===== config.mk =====
export PLATFORM = sky130hd
export DESIGN_NAME = mcu_scheduler
export DESIGN_NICKNAME = d
export VERILOG_FILES = /design/src/rtl/mcu_scheduler_pkg.sv /design/src/rtl/mcu_order_lut.sv /design/src/rtl/mcu_scheduler.sv
export SDC_FILE = /design/constraint.sdc
export NUM_CORES = 1
export LEC_CHECK = 0
export ABC_AREA = 0
export CAP_MARGIN = 30
export CORE_ASPECT_RATIO = 1.4
export CORE_UTILIZATION = 25
export CTS_BUF_LIST = sky130_fd_sc_hd__clkbuf_16
export CTS_CLUSTER_DIAMETER = 100
export DETAILED_ROUTE_END_ITERATION = 8
export GPL_TIMING_DRIVEN = 0
export PLACE_DENSITY = 0.49
export RECOVER_POWER = 25
export SETUP_SLACK_MARGIN = 0.4
export SKIP_CTS_REPAIR_TIMING = 1
export SYNTH_ARGS = -nofsm -noshare
export SYNTH_HDL_FRONTEND = slang
export SYNTH_SLANG_ARGS = --single-unit

===== constraint.sdc =====
create_clock -name clk -period 3.75 [get_ports clk]
set_clock_uncertainty 0.15 [all_clocks]
set_input_delay 1.125 -clock clk [delete_from_list [all_inputs] [get_ports clk]]
set_output_delay 1.125 -clock clk [all_outputs]
set_load 0.02 [all_outputs]

===== src/rtl/mcu_scheduler_pkg.sv =====
// Shared types and constants for the MCU block scheduler.
package mcu_scheduler_pkg;

  typedef enum logic [2:0] {
    ST_IDLE,
    ST_RUN,
    ST_RESTART,
    ST_DCCLR,
    ST_DONE
  } sched_state_e;

  typedef enum logic [1:0] {
    MODE_GRAY = 2'd0,
    MODE_444  = 2'd1,
    MODE_422  = 2'd2,
    MODE_420  = 2'd3
  } samp_mode_e;

  localparam int MAX_BLK_PER_MCU = 6;
  localparam int BLK_IDX_W       = $clog2(MAX_BLK_PER_MCU);

  function automatic logic [BLK_IDX_W-1:0] blocks_per_mcu(input samp_mode_e mode);
    case (mode)
      MODE_GRAY: blocks_per_mcu = BLK_IDX_W'(1);
      MODE_444:  blocks_per_mcu = BLK_IDX_W'(3);
      MODE_422:  blocks_per_mcu = BLK_IDX_W'(4);
      default:   blocks_per_mcu = BLK_IDX_W'(6);
    endcase
  endfunction

endpackage


===== src/rtl/mcu_order_lut.sv =====
// Maps (sampling mode, block index) to the colour component and MCU block count.
module mcu_order_lut
  import mcu_scheduler_pkg::*;
#(
  parameter int CH_W = 2
) (
  input  samp_mode_e             mode,
  input  logic [BLK_IDX_W-1:0]   blk_idx,
  output logic [CH_W-1:0]        ch,
  output logic [BLK_IDX_W-1:0]   nblk,
  output logic                   last_blk
);

  localparam logic [CH_W-1:0] CH_Y  = CH_W'(0);
  localparam logic [CH_W-1:0] CH_CB = CH_W'(1);
  localparam logic [CH_W-1:0] CH_CR = CH_W'(2);

  always_comb begin
    ch   = CH_Y;
    nblk = blocks_per_mcu(mode);
    // Luma blocks always lead the MCU; the two chroma blocks close it.
    case (mode)
      MODE_444: begin
        case (blk_idx)
          BLK_IDX_W'(1): ch = CH_CB;
          BLK_IDX_W'(2): ch = CH_CR;
          default:       ch = CH_Y;
        endcase
      end
      MODE_422: begin
        case (blk_idx)
          BLK_IDX_W'(2): ch = CH_CB;
          BLK_IDX_W'(3): ch = CH_CR;
          default:       ch = CH_Y;
        endcase
      end
      MODE_420: begin
        case (blk_idx)
          BLK_IDX_W'(4): ch = CH_CB;
          BLK_IDX_W'(5): ch = CH_CR;
          default:       ch = CH_Y;
        endcase
      end
      default: ch = CH_Y;
    endcase
  end

  assign last_blk = (blk_idx == (nblk - BLK_IDX_W'(1)));

endmodule


===== src/rtl/mcu_scheduler.sv =====
// Steps the entropy decoder through the blocks of each MCU, counts MCUs and
// handles restart intervals (marker skip followed by a DC predictor clear).
module mcu_scheduler
  import mcu_scheduler_pkg::*;
#(
  parameter int CH        = 3,
  parameter int MCU_CNT_W = 16
) (
  input  logic                      clk,
  input  logic                      rst_n,
  input  logic                      cfg_valid,
  input  logic [1:0]                cfg_mode,
  input  logic [MCU_CNT_W-1:0]      cfg_total_mcus,
  input  logic [MCU_CNT_W-1:0]      cfg_restart_int,
  input  logic                      block_done,
  input  logic                      marker_ack,
  output logic                      decode_en,
  output logic [$clog2(CH+1)-1:0]   ch,
  output logic [2:0]                blk_idx,
  output logic [MCU_CNT_W-1:0]      mcu_count,
  output logic                      marker_req,
  output logic                      dc_clear,
  output logic                      frame_done,
  output logic                      busy,
  output logic                      err
);

  localparam int CH_W = $clog2(CH+1);

  sched_state_e             state_q, state_d;
  samp_mode_e               mode_q, mode_d;
  logic [MCU_CNT_W-1:0]     total_q, total_d;
  logic [MCU_CNT_W-1:0]     rint_q, rint_d;
  logic [MCU_CNT_W-1:0]     mcu_cnt_q, mcu_cnt_d;
  logic [MCU_CNT_W-1:0]     rst_cnt_q, rst_cnt_d;
  logic [BLK_IDX_W-1:0]     blk_idx_q, blk_idx_d;
  logic                     err_q, err_d;

  logic [CH_W-1:0]          lut_ch;
  logic [BLK_IDX_W-1:0]     lut_nblk;
  logic                     lut_last;
  logic [MCU_CNT_W-1:0]     mcu_cnt_inc;
  logic [MCU_CNT_W-1:0]     rst_cnt_inc;

  mcu_order_lut #(.CH_W(CH_W)) u_lut (
    .mode     (mode_q),
    .blk_idx  (blk_idx_q),
    .ch       (lut_ch),
    .nblk     (lut_nblk),
    .last_blk (lut_last)
  );

  assign mcu_cnt_inc = mcu_cnt_q + MCU_CNT_W'(1);
  assign rst_cnt_inc = rst_cnt_q + MCU_CNT_W'(1);

  always_ff @(posedge clk or negedge rst_n) begin
    if (!rst_n) begin
      state_q   <= ST_IDLE;
      mode_q    <= MODE_GRAY;
      total_q   <= '0;
      rint_q    <= '0;
      mcu_cnt_q <= '0;
      rst_cnt_q <= '0;
      blk_idx_q <= '0;
      err_q     <= 1'b0;
    end else begin
      state_q   <= state_d;
      mode_q    <= mode_d;
      total_q   <= total_d;
      rint_q    <= rint_d;
      mcu_cnt_q <= mcu_cnt_d;
      rst_cnt_q <= rst_cnt_d;
      blk_idx_q <= blk_idx_d;
      err_q     <= err_d;
    end
  end

  always_comb begin
    state_d    = state_q;
    mode_d     = mode_q;
    total_d    = total_q;
    rint_d     = rint_q;
    mcu_cnt_d  = mcu_cnt_q;
    rst_cnt_d  = rst_cnt_q;
    blk_idx_d  = blk_idx_q;
    err_d      = err_q;
    decode_en  = 1'b0;
    marker_req = 1'b0;
    dc_clear   = 1'b0;
    frame_done = 1'b0;

    case (state_q)
      ST_IDLE: begin
        if (cfg_valid) begin
          mode_d  = samp_mode_e'(cfg_mode);
          total_d = cfg_total_mcus;
          rint_d  = cfg_restart_int;
          if (cfg_total_mcus == '0) begin
            err_d = 1'b1;
          end else begin
            err_d     = 1'b0;
            dc_clear  = 1'b1;
            mcu_cnt_d = '0;
            rst_cnt_d = '0;
            blk_idx_d = '0;
            state_d   = ST_RUN;
          end
        end
      end
      ST_RUN: begin
        decode_en = 1'b1;
        if (block_done) begin
          if (!lut_last) begin
            blk_idx_d = blk_idx_q + BLK_IDX_W'(1);
          end else begin
            blk_idx_d = '0;
            mcu_cnt_d = mcu_cnt_inc;
            rst_cnt_d = rst_cnt_inc;
            // Frame end takes priority, so an interval landing on the last MCU never restarts.
            if (mcu_cnt_inc == total_q) begin
              state_d = ST_DONE;
            end else if (rint_q != '0 && rst_cnt_inc == rint_q) begin
              rst_cnt_d = '0;
              state_d   = ST_RESTART;
            end
          end
        end
      end
      ST_RESTART: begin
        marker_req = 1'b1;
        if (marker_ack) state_d = ST_DCCLR;
      end
      ST_DCCLR: begin
        dc_clear = 1'b1;
        state_d  = ST_RUN;
      end
      ST_DONE: begin
        frame_done = 1'b1;
        state_d    = ST_IDLE;
      end
      default: state_d = ST_IDLE;
    endcase

    if (block_done && state_q != ST_RUN) err_d = 1'b1;
  end

  assign ch        = lut_ch;
  assign blk_idx   = blk_idx_q;
  assign mcu_count = mcu_cnt_q;
  assign busy      = (state_q != ST_IDLE);
  assign err       = err_q;

endmodule

---- Word-level counts from Yosys, hierarchy flattened ----
Index checks and enable logic that the tools add are counted.
word-level totals
  register bits ........................... 73
operators by class
  muxes and demuxes ....................... 38
  reductions and logical operators ........ 15
  eq/ne operators ......................... 22
  $add $sub $neg .......................... 4
operators by type and width
  operator                                       count
  2-to-1 mux 16 bit                              8
  one-hot mux 16 bit (2 select lines)            2
  2-to-1 mux 3 bit                               11
  adder 16 x 1 -> 16 bit, second input constant  2
  == test 16 bit                                 2
  logical NOT 16 bit                             1
  nonzero test 16 bit                            1
  == test 3 x 2 -> 1 bit, second input constant  4
  one-hot mux 2 bit (2 select lines)             3
  one-hot mux 3 bit (4 select lines)             1
  != test 2 bit, second input constant           5
  == test 3 bit, second input constant           3
  2-to-1 mux 1 bit                               9
  one-hot mux 3 bit (3 select lines)             1
  == test 3 x 1 -> 1 bit, second input constant  2
  one-hot mux 2 bit (3 select lines)             1
  one-hot mux 3 bit (2 select lines)             1
  AND reduction 6 bit                            1
  nonzero test 2 bit                             3
  AND reduction 5 bit                            1
  == test 2 bit, second input constant           2
  AND reduction 2 bit                            2
  AND reduction 4 bit                            1
  adder 3 x 1 -> 3 bit, second input constant    1
  10 further kinds                               11

---- Depth between registers and ports, before layout ----
  depth in word-level cells ............... 8
  depth in mapped cells ................... 11
  depth with buffers taken out ............ 9

---- Modules after synthesis ----
Synthesis repeated with hierarchy kept, for this count alone.
unflattened totals
  cell total of the unflattened synthesis .. 503
  area total of the unflattened synthesis .. 4674.5 µm²
by module, submodules not included
  module         area each (µm²)  times used  cells an instance
  mcu_scheduler  4479.3           1           480
  mcu_order_lut  195.2            1           23

---- Least setup slack after synthesis ----
No wires, ideal clock.
  kind .................................... input port to output port
  start ................................... input port cfg_total_mcus[3]
  end ..................................... output port dc_clear
  data arrival time ....................... 1.866 ns
  required time ........................... 2.475 ns
  slack ................................... 0.609 ns
  stages on the path ...................... 5
  buffers on the path ..................... 0
  cells stage by stage .................... nor4_1 and4_1 nor4_1 a21oi_1 nor2_1
on the way
  cells in the longest elaborated chain, start to end .. 4
RTL lines
  element                             RTL line             RTL
  from (decl)                         mcu_scheduler.sv:13  input logic [MCU_CNT_W-1:0] cfg_total_mcus,
  logical NOT 16 bit                  mcu_scheduler.sv:98  if (cfg_total_mcus == '0) begin
  2-to-1 mux 1 bit                    mcu_scheduler.sv:98
  2-to-1 mux 1 bit                    mcu_scheduler.sv:94  if (cfg_valid) begin
  one-hot mux 1 bit (2 select lines)  mcu_scheduler.sv:92  case (state_q)
  to (decl)                           mcu_scheduler.sv:22  output logic dc_clear,
No other way between the ends.

---- Worst setup path after layout ----
  start ................................... input port cfg_total_mcus[6]
  end ..................................... output port dc_clear
Same word-level chain as after synthesis.

==> impl_metrics.ini <==
[synthesis]
synth_async_sr_flop_share_pct = 100
ys_seq_elements = 73
synth_top_family_by_area = simple AND/OR/NAND/NOR gates
synth_area_per_cell_um2 = 9.52
seq_area_frac_synth_pct = 38.1
syn_area_um2 = 4790
synth_ff_type = dfrtp_1
synth-edff-count = 0
synth-simple-area-share_pct = 23.0
synth_nets = 554
synthDistinctLibCells = 65
synth_warnings = 0
syn_inst = 503
synth.area.mux_share_pct = 8.38
synth-xor-area-share_pct = 8.04
synth_compound_area_share_pct = 15.0
synth_adder_area_share_pct = 3.13

[sta]
rsz0062_at_grt = yes
period_needed_ps = 3600
setup_violations = 0
fin_crit_sh_pct = 96.0
worst_pin_slew_ps = 1400
drv_slew = 0
fin_setup_tns_ps = 0
relSlewSlack_pct = 6.60
fmax_mhz = 278
hold_violations = 0

[run_status]
status = completed

[route]
ant_nets = 0
drtIter0Drc = 192
wl_per_cell_um = 16.3
firstDrtPassIters = 4
vias = 4176
drc = 0
drt-total-wl_mm = 13.7
viasPerCell = 4.98

[clock_network]
cts_buffers = 9
clk_pin_slew_worst_paths_ps = 60
cts_tree = yes
clock_latency_ps = 340
cts-root-buf = clkbuf_16
cts_sinks = 73
clockBufferDepth = 2
htreeDepth = 3

[pwr]
p_per_area_nw_per_um2 = 646
total_power_mw = 4.05
ir_worst_vdd_mv = 0.293
p_leak_nw = 2.64

[worst_setup_path]
r2r_start = rst_cnt_q[0]
worst-path-max-fanout = 3
arrival_ps = 2330
setup.worst_path.class = in2out
critPathLaunch = cfg_total_mcus[6]
critPathSlowestCell = nor4_4
endpoint_kind = output port
reg2reg_depth = 11
worst_setup_path_start_kind = primary input
worstPathRequired_ps = 2470
crit_chain = clkbuf_2 > nor4_4 > and4_4 > nor4_2 > a21oi_1 > nor2_1 > buf_4
cpPeakStageDelay_ps = 370

[global_route]
overflow = 0
grt_antenna_before_repair = 1
grt_usage_pct = 14.1
grt_pass1_wl_mm = 21.6
grt_max_degree = 55
grt_pass1_vias = 4045

[floorplan]
die_h_um = 166
initial_core_util_pct = 25.7
ios = 66
die_w_um = 119
dieArea_um2 = 19700
std_cell_rows = 59
core_um2 = 18700

[finish]
layout-drive-gt1-share_pct = 20.2
nets = 640
fin_cells = 839
area_growth_pct = 30.9

[place]
io_buffers = 65
place_inst = 813
place.gp.congestion = 0.885
hpwl_mm = 10.3

[flow_run]
max-cap-violations = 0

[min_path]
min_path_type = reg2reg
holdPathStages = 1
hp-start = total_q[0]
cell usage after synthesis, drive strengths merged (2+ instances only):
master   number  area share [%]
buf          17             2.1
o21bai        2            0.31
xnor2        28             5.1
o31ai        12             2.2
xor2         16             2.9
a221o         9             1.9
mux2i         3            0.63
ha           12             3.1
nand3        29             3.2
or3           5            0.65
nor3b         2            0.31
clkbuf       14             1.1
a211oi        2            0.42
a22o          2            0.37
and2          9             1.2
nand2b        7             1.1
a31oi         5            0.65
a21oi        14             1.5
and3          6            0.78
o311ai        2            0.37
nand4b        2            0.37
nor2         37             3.1
or4           3            0.55
o211ai        2            0.31
a2bb2oi       3            0.55
nor3          9             1.4
nand4        19             3.2
and4          4            0.76
o21ai        32             3.3
nor2b         2            0.26
nand2        34             2.7
dfrtp        73              38
inv          14             1.1
mux2         33             7.8
a21o          5            0.78
o41ai         4            0.73
nor4         18             2.5
flip-flops by register name (all words and copies together) (netlist names):
signal and flops:
mcu_count 16, mode_q 2, rst_cnt_q 16, total_q 16, err 1, blk_idx 3
rint_q 16, state_q 3
through the flow:
step,hold slack (ps),utilization [%],setup slack [ps],cell area (um^2)
2_1_floorplan,338,-,609,4790
3_3_place_gp,366,30.8,-1300,5750
3_5_place_dp,372,30.9,-936,5770
4_1_cts,386,32.5,-953,6070
5_1_grt,410,33.6,102,6270
6_report,381,33.6,149,6270
placed cells by master, fill, tap and decap left out, drive strengths merged, types with 3 or more instances in the layout:
cell type,count
clkbuf,29
buf,28
nor4,18
mux2,33
dlymetal6s2s,14
o21ai,32
clkinv,3
nand2,34
or4,3
xor2,16
ha,12
and3,6
nor3,9
mux2i,3
xnor2,28
a221o,9
nand2b,7
inv,15
clkdlybuf4s50,44
o31ai,12
and2,9
a31oi,5
a21o,5
nand4,19
a2bb2oi,3
or3,5
a21oi,14
nand3,29
dfrtp,73
o41ai,4
nor2,37
and4,4
area by class of cell:
| cell class | count | area, um^2 |
|---|---|---|
| fillers | 1909 | 12400 |
| multi-input cells | 385 | 2880 |
| flip-flops and latches | 73 | 1830 |
| repair buffers | 75 | 749 |
| well taps | 244 | 305 |
| clock buffers | 9 | 225 |
| plain buffers | 31 | 156 |
| clock inverters | 7 | 70.1 |
| inverters | 14 | 52.6 |
| diodes | 1 | 2.50 |
final timing paths:
kind,end,slack (ps)
setup / recovery,dc_clear,150
hold / removal,total_q[0],380
setup reg to reg,rst_cnt_q[12],500
hold reg to reg,total_q[0],380
max in group asynchronous,blk_idx[1],630
min in group asynchronous,rint_q[8],790
critical path: cells and delay by family:
| family | cells | cell delay [ps] |
|---|---|---|
| buf+inv | 2 | 280 |
| compound gates | 1 | 120 |
| simple gates | 4 | 800 |
power by group:
group,leakage (nW),switching [mW],internal (mW)
registers,0.936,0.281,1.04
logic,1.57,1.05,0.820
clock network,0.137,0.352,0.514
cells by family (layout without fill, tap and decap cells):
kind of cell | Yosys count | after routing
AND/OR/NAND/NOR | 190 | 190
AO/OA/AOI/OAI | 103 | 103
flip-flops | 73 | 73
buffers and inverters | 45 | 136
XOR/XNOR | 44 | 44
multiplexers | 36 | 36
adder cells (fa/ha/maj) | 12 | 12
other | 0 | 1
metal layers:
metal / wire [um] / GRT usage [%] / vias to the layer above
li1: - / - / 2038
met1: 5700 / 16.4 / 2040
met2: 7300 / 24.5 / 82
met3: 397 / 3.02 / 16
met4: 273 / 6.22 / 0
met5: 0 / 0 / -
Note: power is estimated with default switching activity, not from simulation.
